`config.mk`:
```
export PLATFORM = sky130hd
export DESIGN_NAME = fm_audio_deemph_decim
export DESIGN_NICKNAME = d
export VERILOG_FILES = /design/src/rtl/fm_audio_pkg.sv /design/src/rtl/deemph_iir.sv /design/src/rtl/fm_audio_deemph_decim.sv
export SDC_FILE = /design/constraint.sdc
export NUM_CORES = 1
export LEC_CHECK = 0
export ABC_AREA = 0
export ABC_CLOCK_PERIOD_IN_PS = 6750
export CAP_MARGIN = 20
export CORE_MARGIN = 4
export CORE_UTILIZATION = 51
export CTS_BUF_LIST = sky130_fd_sc_hd__clkbuf_8
export DETAILED_ROUTE_END_ITERATION = 10
export PLACE_DENSITY = 0.7
export SYNTH_ARGS = -nofsm -noshare
export SYNTH_HDL_FRONTEND = slang
export SYNTH_SLANG_ARGS = --single-unit
export TNS_END_PERCENT = 5
```
`constraint.sdc`:
```
create_clock -name CLK -period 6.75 [get_ports CLK]
set_clock_uncertainty 0.05 [all_clocks]
set_input_delay 0.675 -clock CLK [delete_from_list [all_inputs] [get_ports CLK]]
set_output_delay 0.675 -clock CLK [all_outputs]
set_load 0.05 [all_outputs]
```
`src/rtl/fm_audio_pkg.sv`:
```
// Shared widths, FSM state types and output saturation for the FM audio
// de-emphasis/decimation path.
package fm_audio_pkg;

  localparam int IN_W       = 24;
  localparam int OUT_W      = 16;
  localparam int ROUND_BIAS = 128;
  localparam int RND_SH     = $clog2(ROUND_BIAS) + 1;
  localparam int SAT_HI     = (1 <<< (OUT_W - 1)) - 1;
  localparam int SAT_LO     = -SAT_HI - 1;

  typedef enum logic [1:0] {IDLE, FILT, ACC, ACKH} in_state_e;
  typedef enum logic [1:0] {O_IDLE, O_REQ, O_REL} out_state_e;

  function automatic logic signed [OUT_W-1:0] sat_out(input logic signed [IN_W:0] r);
    if (r > (IN_W+1)'(SAT_HI)) begin
      return OUT_W'(SAT_HI);
    end else if (r < (IN_W+1)'(SAT_LO)) begin
      return OUT_W'(SAT_LO);
    end else begin
      return OUT_W'(r);
    end
  endfunction

endpackage

```
`src/rtl/deemph_iir.sv`:
```
// First-order de-emphasis IIR: y <= y + ((x - y) >>> ALPHA_SHIFT), updated on en_i.
module deemph_iir
  import fm_audio_pkg::*;
#(
  parameter int unsigned ALPHA_SHIFT = 4
) (
  input  logic                   CLK,
  input  logic                   RST,
  input  logic                   en_i,
  input  logic signed [IN_W-1:0] x_i,
  output logic signed [IN_W-1:0] y_o
);

  logic signed [IN_W-1:0] y_q, y_d;
  logic signed [IN_W:0]   diff, step;

  // The new y always lies between old y and x, so truncating back to IN_W is exact.
  always_comb begin
    diff = (IN_W+1)'(x_i) - (IN_W+1)'(y_q);
    step = diff >>> ALPHA_SHIFT;
    y_d  = IN_W'((IN_W+1)'(y_q) + step);
  end

  always_ff @(posedge CLK) begin
    if (RST) begin
      y_q <= '0;
    end else if (en_i) begin
      y_q <= y_d;
    end
  end

  assign y_o = y_q;

endmodule

```
`src/rtl/fm_audio_deemph_decim.sv`:
```
// De-emphasis, boxcar decimation by 2^DECIM_LOG2, round and saturate to 16-bit
// audio; 4-phase RDY/ACK handshakes on both sides.
module fm_audio_deemph_decim
  import fm_audio_pkg::*;
#(
  parameter int unsigned DECIM_LOG2  = 3,
  parameter int unsigned ALPHA_SHIFT = 4
) (
  input  logic                    CLK,
  input  logic                    RST,
  input  logic signed [IN_W-1:0]  IN_DATA,
  input  logic                    IN_RDY,
  output logic                    IN_ACK,
  output logic signed [OUT_W-1:0] OUT_DATA,
  output logic                    OUT_RDY,
  input  logic                    OUT_ACK
);

  localparam int unsigned AW = IN_W + DECIM_LOG2;
  localparam int unsigned CW = (DECIM_LOG2 > 0) ? DECIM_LOG2 : 1;
  localparam logic [CW-1:0] CNT_LAST = CW'((1 << DECIM_LOG2) - 1);

  in_state_e               in_state_q;
  out_state_e              out_state_q;
  logic signed [IN_W-1:0]  x_q, y;
  logic signed [AW-1:0]    acc_q, acc_d;
  logic [CW-1:0]           cnt_q;
  logic                    in_ack_q, out_rdy_q;
  logic signed [OUT_W-1:0] out_data_q, out_data_d;
  logic signed [IN_W-1:0]  avg;
  logic signed [IN_W:0]    rsum, rnd;
  logic                    wrap, out_free, load;

  deemph_iir #(.ALPHA_SHIFT(ALPHA_SHIFT)) u_iir (
    .CLK  (CLK),
    .RST  (RST),
    .en_i (in_state_q == FILT),
    .x_i  (x_q),
    .y_o  (y)
  );

  always_comb begin
    acc_d      = acc_q + AW'(y);
    avg        = IN_W'(acc_d >>> DECIM_LOG2);
    rsum       = (IN_W+1)'(avg) + (IN_W+1)'(ROUND_BIAS);
    rnd        = rsum >>> RND_SH;
    out_data_d = sat_out(rnd);
  end

  // Free is judged on registered state only, so a completion and a load never share an edge.
  assign wrap     = (cnt_q == CNT_LAST);
  assign out_free = (out_state_q == O_IDLE) && !OUT_ACK;
  assign load     = (in_state_q == ACC) && wrap && out_free;

  always_ff @(posedge CLK) begin
    if (RST) begin
      in_state_q <= IDLE;
      x_q        <= '0;
      acc_q      <= '0;
      cnt_q      <= '0;
      in_ack_q   <= 1'b0;
    end else begin
      case (in_state_q)
        IDLE: begin
          if (IN_RDY) begin
            x_q        <= IN_DATA;
            in_state_q <= FILT;
          end
        end
        FILT: in_state_q <= ACC;
        ACC: begin
          if (!wrap) begin
            acc_q      <= acc_d;
            cnt_q      <= cnt_q + 1'b1;
            in_state_q <= ACKH;
          end else if (out_free) begin
            acc_q      <= '0;
            cnt_q      <= '0;
            in_state_q <= ACKH;
          end
        end
        ACKH: begin
          in_ack_q <= 1'b1;
          if (in_ack_q && !IN_RDY) begin
            in_ack_q   <= 1'b0;
            in_state_q <= IDLE;
          end
        end
        default: in_state_q <= IDLE;
      endcase
    end
  end

  always_ff @(posedge CLK) begin
    if (RST) begin
      out_state_q <= O_IDLE;
      out_rdy_q   <= 1'b0;
      out_data_q  <= '0;
    end else begin
      case (out_state_q)
        O_IDLE: begin
          if (load) begin
            out_data_q  <= out_data_d;
            out_rdy_q   <= 1'b1;
            out_state_q <= O_REQ;
          end
        end
        O_REQ: begin
          if (OUT_ACK) begin
            out_rdy_q   <= 1'b0;
            out_state_q <= O_REL;
          end
        end
        O_REL: begin
          if (!OUT_ACK) out_state_q <= O_IDLE;
        end
        default: out_state_q <= O_IDLE;
      endcase
    end
  end

  assign IN_ACK   = in_ack_q;
  assign OUT_RDY  = out_rdy_q;
  assign OUT_DATA = out_data_q;

endmodule

```
==> results by group, run 1 <==
Clocking
  – H-tree Lvls: 3
  – TritonCTS buffer count: 9
  – CTS tree: built
  – CTS root buffer: clkbuf_8
  – Clock buffer depth: 2
  – Clk sink count: 100
  – Clock-pin transition on the worst setup and hold timing paths: 0.10 ns
  – Setup Buffers After CTS: 0
  – Worst-Skew Late Latency: 0.39 ns
  – Resized Gates After CTS: 0
  – CTS Hold Bufs: 0

Global route
  – Vias in the first global route: 6,653
  – Global-route met1 utilization: 28.0%
  – Met3 Resource Use GR: 3.08%
  – First-pass GRT wire length: 31.4 mm
  – Global route overflow: 0
  – Largest net degree at the start of global routing: 106
  – Grt met2 use: 35.7%
  – Initial antenna violation count: 0
  – Tot GR Track Use: 21.1%
  – GR peak layer: met2

Setup path
  – CP bufs+invs: 1
  – CP delay by family, top: compound AO/OA/AOI/OAI gates
  – Setup crit start kind: register
  – Most frequent cell on the critical path: a21oi_1
  – Data required, critical path: 6.97 ns
  – CP max stage delay: 0.74 ns
  – Worst-path fanout max: 5
  – Cell at the slowest stage of the critical path: a2111oi_0
  – Nature of the critical path endpoint: register
  – Critical Path AT: 5.57 ns
  – Crit path kind: register to register
  – Crit path cell chain: inv_1 -> ha_1 -> a21oi_1 -> o21ai_0 -> a21oi_1 -> o21bai_1 -> a21oi_1 -> nor2b_1 -> nor2_1 -> xnor2_1 -> ha_1 -> a21o_1 -> a2111oi_0 -> o311ai_0 -> a21oi_1 -> o21bai_1 -> a2111oi_0 -> a21oi_1 -> xnor2_1 -> o22ai_1

Cells and area
  – ANT cells: 0
  – Final core occ: 57.1%
  – Layout cells sized above 1: 5.80%
  – FILL cells: 1,466
  – Nets: 1,140
  – Area Growth Syn to Fin: 9.46%

STA
  – RSZ-0062 raised after global routing: false
  – Worst rel slew slack: 43.5%
  – Min Tclk post-route: 5.35 ns
  – Final setup margin: 1.40 ns
  – Final Hold Vio Count: 0
  – FMAX: 0.187 GHz
  – Hold WS: 0.415 ns
  – Final period util: 79.3%
  – Final setup fails: 0
  – Setup TNS: 0 ns
  – Fin. max-slew vios: 0
  – Worst-margin pin slew: 0.837 ns

Synth
  – Post-synthesis cell type count: 84
  – Net Count, Synth: 1,121
  – Most frequent cell after synthesis: nor2_1
  – Fraction of registers with async set/reset: 0%
  – Synth area leaders: dfxtp_1 (25%), ha_1 (13%), a21oi_1 (6.0%), nor2_1 (5.6%), xnor2_1 (5.1%)
  – Sequential share of the synthesized area: 25.2%
  – Warnings from Yosys: 0
  – Syn Area/Cell: 7.87 sq um
  – Largest family of logic cells by synthesized area: compound AO/OA/AOI/OAI gates
  – Synth Area in Compound Gates: 25.5%
  – Simple-gate share of the synthesized area: 21.5%
  – Synth area leader: dfxtp_1
  – Seq cells post-synth: 100
  – Area share of the largest cell type after synthesis: 25.2%
  – Mux contribution to synthesized area: 3.27%
  – Post-synth top flop: dfxtp_1
  – Mapped Cells: 1,011
  – Synthesized area: 7960 sq um
  – Xor-xnor portion of the synthesized cell area: 6.92%
  – Post-synth top cells: nor2_1 (118), nand2_1 (101), dfxtp_1 (100), a21oi_1 (95), ha_1 (80)
  – Synth Area in Adders: 13.1%
  – Post-synth EDFFs: 0

Placed design
  – Port buffer count: 45
  – Routability Congestion: 0.889
  – Post-DP HPWL: 14.0 mm
  – Place WS: 1.49 ns

Route
  – Antenna Violating Nets Remaining: 0
  – Post-DR wirelength/cell: 14.8 um
  – Via count: 7,118
  – DR vias/cell: 5.71
  – Iter 0 DRT Violations: 399
  – Post-Route WL: 18.5 mm
  – TritonRoute pass-1 iters: 5
  – # DRC: 0

Power
  – Maximum VDD drop: 0.280 mV
  – P per Cell Area: 388 nW/um^2
  – PnR Total Power: 3.38 mW
  – P_leak: 3.44 nW

Floorplan
  – IO Pins: 46
  – Die Y: 133 um
  – Die W: 133 um
  – Starting Density: 52.2%
  – Standard-cell rows: 45
  – Core area: 15,300 sq um
  – Die area: 17,700 sq um

Min path
  – Hold crit path type: register to register

Status
  – Status: complete, no violations

Job
  – Max_cap viols: 0
## cells by family after synthesis
family,after synthesis
AO/OA/AOI/OAI,297
XOR/XNOR,62
adder cells (fa/ha/maj),82
buffers and inverters,88
flip-flops,100
multiplexers,26
AND/OR/NAND/NOR,356
## cell usage in the layout (no fill, tap or decap), types with 5 or more instances in the layout
cell             count
nor3_1              34
a311oi_1             8
xor2_1              15
xnor2_1             46
a21o_1              16
a31oi_1             10
dfxtp_1            100
o211ai_1             6
nand3_1             15
o2111ai_1            7
a2111oi_0            5
or2_2                7
nand2b_1             9
and3_1               8
nor4_1               5
nor2_1             118
nand2_1            101
or3_1                8
a22oi_1             20
clkdlybuf4s50_1     44
mux2i_1             26
and2_1               9
a21oi_1             95
nand4_1              5
o21bai_1             7
inv_1               47
o21ai_0             39
o21a_1              17
a211oi_1            18
o31ai_1              6
nor2b_1             11
ha_1                80
clkbuf_8             9
## path summary, 6_finish.rpt
path	from	endpoint	slack [ns]	cells after the start
hold reg to reg	x_q[2]	x_q[2]	0.42	2
hold / removal	x_q[2]	x_q[2]	0.42	2
setup / recovery	u_iir.y_o[1]	u_iir.y_o[22]	1.40	20
setup reg to reg	u_iir.y_o[1]	u_iir.y_o[22]	1.40	20
## flip-flops by register name, indices dropped and copies added, names as in the netlist
signal / cells
in_state_q: 2
x_q: 24
acc_q: 27
u_iir.y_o: 24
cnt_q: 3
out_state_q: 2
OUT_DATA: 16
IN_ACK: 1
OUT_RDY: 1
## through the flow
stage          instances  instance area (sq um)
2_1_floorplan       1011                   7960
3_3_place_gp        1229                   8500
3_5_place_dp        1229                   8500
4_1_cts             1245                   8680
5_1_grt             1246                   8710
6_report            1246                   8710
## power breakdown
part | switching, mW | internal, mW | total [mW]
Clock | 0.236 | 0.139 | 0.375
Sequential | 0.0812 | 0.675 | 0.756
Combinational | 1.27 | 0.983 | 2.25
## metal layers
layer | share of wire (%) | routed length, um
met5 | 0 | 0
met4 | 1.4 | 256
met3 | 3.2 | 600
met2 | 47 | 8710
met1 | 48 | 8900
## area by class of cell
cell class | count | area [sq um] | area share (%)
Tap cell | 211 | 264 | 3.03
Sequential cell | 100 | 2000 | 23.0
Multi-Input combinational cell | 823 | 5590 | 64.2
Timing Repair Buffer | 49 | 498 | 5.72
Inverter | 47 | 176 | 2.02
Clock inverter | 7 | 57.6 | 0.661
Clock buffer | 9 | 124 | 1.42
## worst min-delay path: stages (launching register included)
cell     delay (ns)
dfxtp_1        0.32
nand2_1        0.05
a21oi_1        0.05
Note: power is estimated with default switching activity, not from simulation.
==> inputs of run 2 (changes only) <==
--- a/config.mk
+++ b/config.mk
@@ -6,13 +6,13 @@
 export NUM_CORES = 1
 export LEC_CHECK = 0
 export ABC_AREA = 0
-export ABC_CLOCK_PERIOD_IN_PS = 6750
+export ABC_CLOCK_PERIOD_IN_PS = 4500
 export CAP_MARGIN = 20
 export CORE_MARGIN = 4
 export CORE_UTILIZATION = 51
 export CTS_BUF_LIST = sky130_fd_sc_hd__clkbuf_8
 export DETAILED_ROUTE_END_ITERATION = 10
-export PLACE_DENSITY = 0.7
+export PLACE_DENSITY = 0.73
 export SYNTH_ARGS = -nofsm -noshare
 export SYNTH_HDL_FRONTEND = slang
 export SYNTH_SLANG_ARGS = --single-unit
==> constraint.sdc (replaced) <==
create_clock -name CLK -period 4.5 [get_ports CLK]
set_clock_uncertainty 0.05 [all_clocks]
set_input_delay 0.45 -clock CLK [delete_from_list [all_inputs] [get_ports CLK]]
set_output_delay 0.45 -clock CLK [all_outputs]
set_load 0.05 [all_outputs]
==> run 2 against run 1 <==
Against the previous run:
- sequential power is 47% higher
- non-clock buffer count increased by 62
- via count up 4.7%
==> results by group, run 2 (synthesis results as in run 1) <==
Status
  – Status: complete, no violations

Setup path
  – Nature of the critical path endpoint: register
  – Setup crit start kind: register
  – Crit path kind: register to register
  – Data required, critical path: 4.78 ns
  – Worst-path fanout max: 6
  – Critical Path AT: 4.73 ns

Cells and area
  – Most common cell after layout, fill and taps aside: nor2_1
  – FILL cells: 1,353
  – Most frequent cells in the layout: nor2_1 (116), nand2_1 (101), dfxtp_1 (96)
  – Layout cells sized above 1: 14.9%
  – Post-route insts no fill: 1,308
  – Largest Register: acc_q
  – Nets: 1,202
  – ANT cells: 0
  – Max reg flops: 27
  – Area Growth Syn to Fin: 18.3%
  – Final core occ: 61.7%

Floorplan
  – Die area: 17,700 sq um
  – Die W: 133 um
  – Standard-cell rows: 45
  – Die Y: 133 um
  – Starting Density: 52.2%
  – IO Pins: 46
  – Core area: 15,300 sq um

Clocking
  – H-tree Lvls: 3
  – Worst-Skew Late Latency: 0.38 ns
  – Clock buffer depth: 2
  – CTS root buffer: clkbuf_8
  – CTS Hold Bufs: 0
  – TritonCTS buffer count: 9
  – Clk sink count: 100
  – CTS tree: built
  – Clock-pin transition on the worst setup and hold timing paths: 0.10 ns

Route
  – DR vias/cell: 5.70
  – TritonRoute pass-1 iters: 5
  – Iter 0 DRT Violations: 376
  – # DRC: 0
  – Via count: 7,450
  – Antenna Violating Nets Remaining: 0
  – Post-DR wirelength/cell: 15.1 um
  – Post-Route WL: 19.7 mm

Min path
  – Hold crit path type: register to register

Placed design
  – Placed instance count: 1,284
  – Post-DP HPWL: 14.7 mm
  – Port buffer count: 45
  – Routability Congestion: 0.950

Job
  – Max_cap viols: 0

STA
  – RSZ-0062 raised after global routing: true
  – Final Hold Vio Count: 0
  – Setup TNS: 0 ns
  – Hold WS: 0.408 ns
  – Worst rel slew slack: 37.5%
  – Worst-margin pin slew: 0.935 ns
  – Final setup fails: 0
  – Min Tclk post-route: 4.45 ns
  – FMAX: 0.225 GHz
  – Final period util: 98.9%
  – Fin. max-slew vios: 0

Power
  – Maximum VDD drop: 0.496 mV
  – P_leak: 3.78 nW
  – PnR Total Power: 6.00 mW
  – P per Cell Area: 637 nW/um^2

Global route
  – Global route overflow: 0
  – Largest net degree at the start of global routing: 106
  – Initial antenna violation count: 0
  – Tot GR Track Use: 21.5%
  – Vias in the first global route: 6,846
  – First-pass GRT wire length: 32.2 mm
-- run 2: cell types whose count changed in the layout (fill, tap and decap cells not counted), sizes merged --
cell,delta
buf,+62
clkbuf,+2
inv,-1
clkinvlp,-1
-- run 2: layout make-up --
cell class | count | area [sq um] | area share [%]
timing repair buffer | 111 | 963 | 10.2
multi-input combinational | 823 | 5830 | 61.9
sequential | 100 | 2010 | 21.3
inverter | 47 | 176 | 1.87
tap | 211 | 264 | 2.80
clock buffer | 11 | 151 | 1.61
clock inverter | 5 | 28.8 | 0.306
-- run 2: metrics by stage --
step	cell area, sq um	worst slack, ns
6_report	9420	0.0512
5_1_grt	9420	-0.181
4_1_cts	9130	-0.0404
3_5_place_dp	8920	-0.292
3_3_place_gp	8920	-0.122
2_1_floorplan	7960	0.0138
-- run 2: final timing paths --
path                start             to  slack (ns)  cells past startpoint
max reg2reg  u_iir.y_o[6]  u_iir.y_o[23]        0.05                     23
max          u_iir.y_o[6]  u_iir.y_o[23]        0.05                     23
min reg2reg        x_q[0]         x_q[0]        0.41                      2
min                x_q[0]         x_q[0]        0.41                      2
-- run 2: critical path, cell delays in order (launching register included) --
cell and delay, ns:
dfxtp_2 0.35, inv_1 0.05, ha_1 0.31, a21oi_1 0.21, o211ai_1 0.12, o21ai_1 0.12
o21ai_2 0.11, and2_1 0.18, o21a_1 0.18, o21a_1 0.19, o21a_1 0.19, nor2_1 0.13
xnor2_1 0.13, ha_2 0.30, a21o_1 0.17, a21oi_2 0.16, buf_4 0.15, a21oi_4 0.07
o21bai_2 0.20, a21oi_2 0.11, a31oi_4 0.21, a21oi_4 0.10, or4_1 0.48, nand4_1 0.11
-- run 2: what timing repair did --
item,4_1_cts,5_1_grt
pin swaps,2,32
gates resized for setup,8,50
endpoints found under the setup margin,4,9
setup buffers,1,6
-- run 2: per-layer routing --
layer | share of wire [%] | routed length (um) | global-route usage (%)
met5 | 0 | 0 | 0
met4 | 2.3 | 454 | 5.89
met3 | 3.2 | 631 | 3.92
met2 | 49 | 9670 | 37.3
met1 | 45 | 8960 | 27.4
-- run 2: power breakdown --
part / total [mW] / leakage [nW] / switching, mW / internal, mW
Clock: 0.556 / 0.0979 / 0.328 / 0.228
Sequential: 1.11 / 0.815 / 0.0994 / 1.01
Combinational: 4.33 / 2.87 / 2.28 / 2.05
Total: 6.00 / 3.78 / 2.71 / 3.29
==> inputs of run 3 (changes only) <==
--- a/config.mk
+++ b/config.mk
@@ -7,7 +7,6 @@
 export LEC_CHECK = 0
 export ABC_AREA = 0
 export ABC_CLOCK_PERIOD_IN_PS = 4500
-export CAP_MARGIN = 20
 export CORE_MARGIN = 4
 export CORE_UTILIZATION = 51
 export CTS_BUF_LIST = sky130_fd_sc_hd__clkbuf_8
==> run 3 against run 2 <==
Against the previous run:
- combinational power increased by 4%
- clock-buffer cell count unchanged
- die area unchanged
- register-to-register slack got worse by 0.03 ns
- sequential share of layout area decreased by 0.17 points
- global-route usage unchanged
- routed wire length increased by 2.3%
- critical path type unchanged
- largest power group unchanged
==> results by group, run 3 (synthesis results as in run 1) <==
Status
  – Status: complete, no violations

Route
  – DR vias/cell: 5.74
  – Via count: 7,526
  – TritonRoute pass-1 iters: 5
  – Antenna Violating Nets Remaining: 0
  – Post-Route WL: 20.2 mm
  – Iter 0 DRT Violations: 433
  – Post-DR wirelength/cell: 15.4 um
  – # DRC: 0

Clocking
  – CTS tree: built
  – CTS root buffer: clkbuf_8
  – Clk sink count: 100
  – Clock buffer depth: 2
  – Clock-pin transition on the worst setup and hold timing paths: 0.10 ns
  – CTS Hold Bufs: 0
  – TritonCTS buffer count: 9
  – H-tree Lvls: 3
  – Worst-Skew Late Latency: 0.38 ns

STA
  – FMAX: 0.223 GHz
  – Hold WS: 0.410 ns
  – Min Tclk post-route: 4.48 ns
  – Final setup fails: 0
  – Worst rel slew slack: 25.8%
  – Fin. max-slew vios: 0
  – Final period util: 99.6%
  – Worst-margin pin slew: 1.11 ns
  – Setup TNS: 0 ns
  – RSZ-0062 raised after global routing: true
  – Final Hold Vio Count: 0

Placed design
  – Post-DP HPWL: 14.7 mm
  – Placed instance count: 1,284
  – Port buffer count: 45
  – Routability Congestion: 0.950

Global route
  – Vias in the first global route: 6,846
  – Initial antenna violation count: 0
  – Tot GR Track Use: 21.5%
  – Largest net degree at the start of global routing: 106
  – First-pass GRT wire length: 32.2 mm
  – Global route overflow: 0

Floorplan
  – Die W: 133 um
  – Standard-cell rows: 45
  – Die area: 17,700 sq um
  – Core area: 15,300 sq um
  – IO Pins: 46
  – Starting Density: 52.2%
  – Die Y: 133 um

Power
  – P per Cell Area: 650 nW/um^2
  – Maximum VDD drop: 0.498 mV
  – Comb pwr share: 72.9%
  – P_leak: 3.83 nW
  – Switch share: 45.3%
  – Power Internal: 3.39 mW
  – NetSw: 2.81 mW
  – Reg power frac: 18.1%
  – Share of power burned in the clock network: 9.0%

Setup path
  – Nature of the critical path endpoint: register
  – Data required, critical path: 4.68 ns
  – Critical Path AT: 4.66 ns
  – Crit path kind: register to register
  – Setup crit start kind: register
  – Worst-path fanout max: 4

Cells and area
  – Area Growth Syn to Fin: 19.9%
  – ANT cells: 0
  – Most common cell after layout, fill and taps aside: nor2_1
  – FILL cells: 1,328
  – Register Area: 2020 sq um
  – Layout cells sized above 1: 17.5%
  – Most frequent cells in the layout: nor2_1 (116), nand2_1 (100), dfxtp_1 (88)
  – Largest Register: acc_q
  – Nets: 1,206
  – Post-route insts no fill: 1,312
  – Max reg flops: 27
  – Multi-input gate area: 5930 sq um

Job
  – Max_cap viols: 0

Min path
  – Hold crit path type: register to register
## run 3: worst paths after layout
check / start / to / slack [ns] / depth (start not counted)
worst min-delay path: x_q[0] / x_q[0] / 0.41 / 2
worst max register to register: u_iir.y_o[7] / u_iir.y_o[22] / 0.02 / 24
worst max-delay path: u_iir.y_o[7] / u_iir.y_o[22] / 0.02 / 24
worst min register to register: x_q[0] / x_q[0] / 0.41 / 2
## run 3: critical path: stages (launching register included)
cell	delay, ns
dfxtp_2	0.34
inv_1	0.04
ha_2	0.31
nand2_1	0.12
o211ai_1	0.11
o21ai_1	0.13
o21ai_2	0.11
and2_4	0.16
o21a_1	0.20
o21a_1	0.22
o21a_1	0.21
nor2_1	0.14
xnor2_1	0.14
ha_2	0.30
a21o_1	0.19
a21oi_2	0.20
buf_4	0.17
a21oi_4	0.07
a21oi_2	0.16
o21bai_2	0.11
a2111oi_2	0.36
buf_4	0.18
a21oi_2	0.06
xnor2_1	0.16
o22ai_1	0.09
## run 3: final cells by class
type / count / share of cell area (%)
Timing Repair Buffer: 115 / 10.2
Tap cell: 211 / 2.77
Clock buffer: 11 / 1.59
Clock inverter: 5 / 0.302
Sequential cell: 100 / 21.1
Inverter: 47 / 1.85
Multi-Input combinational cell: 823 / 62.2
## run 3: power by group through the flow
stage	clock (mW)	sequential (mW)	combinational (mW)
global route	0.605	1.14	4.97
global placement	0	1.13	3.79
floorplan	0	1.11	2.79
finish	0.560	1.12	4.52
detailed placement	0	1.13	3.84
CTS	0.581	1.11	3.93
## run 3: timing repair
item | CTS | global route
pin swaps | 2 | 47
gates resized for setup | 8 | 79
setup buffers | 1 | 11
endpoints found under the setup margin | 4 | 10
## run 3: stage by stage
| stage | total power [mW] | cell area [sq um] | setup slack [ns] | utilization [%] |
|---|---|---|---|---|
| final | 6.20 | 9540 | 0.0200 | 62.5 |
| after global routing | 6.71 | 9540 | -0.167 | 62.5 |
| after CTS | 5.62 | 9130 | -0.0404 | 59.8 |
| after detailed placement | 4.97 | 8920 | -0.292 | 58.4 |
| after global placement | 4.92 | 8920 | -0.122 | 58.4 |
| after floorplan | 3.90 | 7960 | 0.0138 | - |
## run 3: layer usage
metal  track usage [%]  vias up  wire length, um
met5                 0        -                0
met1              27.4     3554             9130
li1                  -     3830                -
met2              37.3      115            10000
met3              3.92       27              603
met4              5.89        0              429
==> patch 1 (settings of run 3) <==
Reset style: asynchronous (`RST`), changed in 3 clocked blocks.
--- a/src/rtl/deemph_iir.sv
+++ b/src/rtl/deemph_iir.sv
@@ -23,3 +23,3 @@
 
-  always_ff @(posedge CLK) begin
+  always_ff @(posedge CLK or posedge RST) begin
     if (RST) begin
--- a/src/rtl/fm_audio_deemph_decim.sv
+++ b/src/rtl/fm_audio_deemph_decim.sv
@@ -54,3 +54,3 @@
 
-  always_ff @(posedge CLK) begin
+  always_ff @(posedge CLK or posedge RST) begin
     if (RST) begin
@@ -93,3 +93,3 @@
 
-  always_ff @(posedge CLK) begin
+  always_ff @(posedge CLK or posedge RST) begin
     if (RST) begin
Check against the original RTL: differs if RST is asserted again (counterexample within 10 cycles, from zero or initial values and one cycle with RST high); with RST held inactive, the same outputs for 10 cycles.
==> patch 1 against run 3 <==
- the run now ends with negative setup slack left
- synthesized area fell by 4.1%
- worst hold slack improved by 0.023 ns
- sequential cell count stayed put
- utilization rose by 1.0 points
- routed wire length shrank 19%
- worst setup slack got worse by 0.076 ns
- die area is 3.9% lower
- sequential share of layout area is 5.9 points higher
- cell area is 2.8% lower
- critical path depth decreased by 1
- critical path type unchanged
Power is not shown: default switching activity piles up to over one toggle a cycle in this logic, so the estimate is an artifact.
==> patch 1: results (changes against run 3) <==
GR Util met2=0.308 (-0.0655); DR WL met3=482 µm (-20%); routed length on met2=7.25 mm (-28%); Slowest cell on crit path=or4b_4; hold depth=1 (-1); clock network contribution to total cell area=0.0184 (-0.000527); WL final=16.4 mm (-19%); sequential cell count=100 (unchanged); Syn Nets=930 (-17%); share of layout cells above drive strength 1=0.219 (+0.0441); instance count of the mapped netlist=820 (-19%); r2r startpoint=u_iir.y_o[2]$_DFFE_PP0N_; hold endpoint=OUT_RDY$_DFFE_PP0P_; routing usage on met3=0.0266 (-0.0126); DR WL/cell=14.6 µm (-4.9%); number of fill cells=1217 (-8.4%); routability cong.=0.913 (-3.8%); Worst Min Path Start=OUT_RDY$_DFFE_PP0P_; fraction of area in registers=0.270 (+0.0586); Starting DRT DRC Count=389 (-10%); slowest stage delay, CP=0.54 ns (+0.18 ns); violated checks=negative setup slack; Setup-failing EPs final=2 (+2); first-pass GRT wire length=27.3 mm (-15%); post-route cell area=9270 µm² (-2.8%); Vias/cell=5.51 (-4.0%); setup TNS=-0.0880 ns (-0.0880 ns); dpl hpwl=12.1 mm (-18%); Worst EP arrival=4.83 ns (+0.17 ns); Signal buf overhead=0.115 (+0.0130); placed cell count=1093 (-15%); final worst slack=-0.0558 ns (-0.0758 ns); outcome=finished, violations left; nets=1045 (-13%); Non-clk invs=41 (-13%); top post-synthesis cells by area=dfrtp_1 33%, ha_1 13%, mux2_2 4.6%, o21ai_0 4.4%, xnor2_1 4.4%; Reg2Reg Depth=23 (-4.2%); via count of the first global-routing pass=5749 (-16%)
patch 1: cell types whose count changed in the layout (fill, tap and decap cells not counted), sizes merged, moves of 27 or more:
cell and change:
o21ai +27, nor2 -63, dfxtp -100, a21oi -46, dfrtp +100, mux2 +31
patch 1: cells by family (layout without fill, tap and decap cells):
group | after synthesis | after routing | synth area share
fa+ha+maj | 82 | 82 | 0.136
mux | 35 | 35 | 0.0526
compound gates | 235 | 235 | 0.211
flops | 100 | 100 | 0.328
xor+xnor | 64 | 64 | 0.0754
buf+inv | 64 | 183 | 0.0343
simple gates | 240 | 240 | 0.162
patch 1: through the flow:
step                setup WS [ns]  hold WS (ns)
finish                    -0.0558         0.433
global route               -0.304         0.467
CTS                       -0.0914         0.441
detailed placement         -0.148         0.420
global placement          -0.0784         0.413
floorplan                  0.0437         0.395
patch 1: timing repair:
action,CTS,global route
resized for setup,31,29
buffers inserted,10,5
endpoints found under the setup margin,1,21
pin swaps,22,22
endpoints found under the hold margin,0,0
==> patch 2 (settings of run 3) <==
Without the edit above. `ROUND_BIAS`: 128 -> 256.
--- a/src/rtl/fm_audio_pkg.sv
+++ b/src/rtl/fm_audio_pkg.sv
@@ -6,3 +6,3 @@
   localparam int OUT_W      = 16;
-  localparam int ROUND_BIAS = 128;
+  localparam int ROUND_BIAS = 256;
   localparam int RND_SH     = $clog2(ROUND_BIAS) + 1;
Function: no difference found for any inputs over 10 cycles, from zero or initial values and one cycle with RST high; that may be too few to reach the edited logic, so the function may still have changed.
==> patch 2 against run 3 <==
- utilization is 1.5 points lower
- worst hold slack worse by 0.0041 ns
- clock power is 20% higher
- total power is 0.63% lower
- routed wire length is 11% lower
- synthesized area is 4.8% lower
- cell area is 7.1% lower
- sequential share of layout area is 1.5 points higher
- sequential cell count stayed put
- worst setup slack better by 0.087 ns
- die area is 4.5% lower
==> patch 2: results (changes against run 3) <==
largest net degree at the start of global routing=55 (-48%); first-pass GRT wire length=30.1 mm (-6.6%); worst skew pair latency=0.40 ns (+0.02 ns); top post-synthesis cells by area=dfxtp_1 26%, ha_1 13%, a21oi_1 6.0%, nor2_1 4.9%, nand2_1 4.8%; worst rel slew slack=0.378 (+0.120); DP Area=8420 µm² (-5.6%); All-Layer GR Usage=0.217 (+0.00143); share of layout cells above drive strength 1=0.110 (-0.0651); Post-synth top flop=dfxtp_1; Syn Nets=1067 (-4.8%); number of buffers created by CTS=9 (unchanged); via count of the first global-routing pass=6410 (-6.4%); Starting DRT DRC Count=404 (-6.7%); outcome=completed; Vias/cell=5.76 (+0.40%); Ys Warns=0 (unchanged); WL final=17.9 mm (-11%); ANT nets after route=0 (unchanged); worst hold-check path type=flip-flop to flip-flop; top post-synthesis cells by count=100 x dfxtp_1, 99 x nor2_1, 97 x nand2_1; Sw Ratio=0.457 (+0.00403); Biggest register=acc_q; Unique masters post-synth=83 (-1.2%); sequential area share after synthesis=0.264 (+0.0126); routability cong.=0.901 (-5.2%); H-Tree Depth=3 (unchanged); Leakage=0.00381 µW (-0.48%); clock slew at the register clock pins of the worst setup and hold paths=0.10 ns (about the same); dpl hpwl=13.2 mm (-10%); CTS Root Cell=clkbuf_8; ys async rst share=0 (unchanged); TritonRoute pass-1 iters=5 (unchanged); Worst Path Max Fanout=4 (unchanged); initial antenna violation count=0 (unchanged); clk buf depth=2 (unchanged); # diodes=0 (unchanged); VDD IR-drop max=360 µV (-28%)
[patch 2: cell types whose count changed after synthesis, moves of 7 or more]
cell / before / now
nor3_1: 34 / 21
a31oi_1: 10 / 17
xnor2_1: 46 / 29
nor2_1: 118 / 99
mux2i_1: 26 / 15
a21o_1: 16 / 28
[patch 2: routing by layer]
layer,up-vias,track usage,share of wire
li1,3611,-,-
met1,3231,0.280,0.47
met2,103,0.374,0.49
met3,18,0.0450,0.036
met4,0,0.0495,0.013
met5,-,0,0
[patch 2: kinds of logic after synthesis]
kind of cell               synth area share
muxes                                0.0228
AOI/OAI and AO/OA                     0.268
buffers and inverters                0.0449
and+or+nand+nor                       0.205
xor gates and xnor gates             0.0578
adders and majority gates             0.137
DFF                                   0.264
[patch 2: critical path, cell delays in order (launching register included)]
cell	delay (ns)
dfxtp_2	0.34
inv_1	0.06
ha_4	0.24
a21oi_1	0.14
o21ai_1	0.11
a211o_1	0.36
a41oi_2	0.25
o31ai_1	0.11
buf_4	0.16
a31oi_2	0.17
o21ai_2	0.10
or4_1	0.40
nand4_1	0.14
ha_4	0.15
nand3_2	0.09
a211oi_4	0.27
nor3_2	0.09
o31a_1	0.25
or3_1	0.33
a21oi_2	0.16
mux2_2	0.34
[patch 2: layout make-up]
type	count	area (µm²)
clock buffer	11	151
multi-input combinational	768	5420
sequential	100	2000
fill	1333	5670
inverter	52	195
clock inverter	5	83.8
timing repair buffer	89	778
tap	184	230
[patch 2: what timing repair did]
item	4_1_cts	5_1_grt
setup endpoints to repair	1	8
buffers inserted	1	4
pin swaps	4	16
gates resized for setup	10	32
[patch 2: power by group through the flow]
stage          Sequential (µW)  Combinational (µW)  Clock [µW]
2_1_floorplan             1120                2970           0
3_3_place_gp              1140                3940           0
3_5_place_dp              1140                3980           0
4_1_cts                   1120                4110         696
5_1_grt                   1140                4850         725
6_report                  1130                4360         671
[patch 2: per-stage QoR]
step	instances	setup WS (ns)	TNS, ns
after floorplan	957	0.0127	0
after global placement	1188	0.00992	0
after detailed placement	1188	-0.160	-0.160
after CTS	1205	0.000568	0
after global routing	1209	-0.0872	-0.255
final	1209	0.107	0
[patch 2: worst paths after layout]
| check | from | end | slack, ns | cells past startpoint |
|---|---|---|---|---|
| max | u_iir.y_o[2]$_SDFFE_PP0N_ | u_iir.y_o[23]$_SDFFE_PP0N_ | 0.11 | 20 |
| min | OUT_DATA[15]$_SDFFE_PP0P_ | OUT_DATA[15]$_SDFFE_PP0P_ | 0.41 | 2 |
| max reg2reg | u_iir.y_o[2]$_SDFFE_PP0N_ | u_iir.y_o[23]$_SDFFE_PP0N_ | 0.11 | 20 |
| min reg2reg | OUT_DATA[15]$_SDFFE_PP0P_ | OUT_DATA[15]$_SDFFE_PP0P_ | 0.41 | 2 |
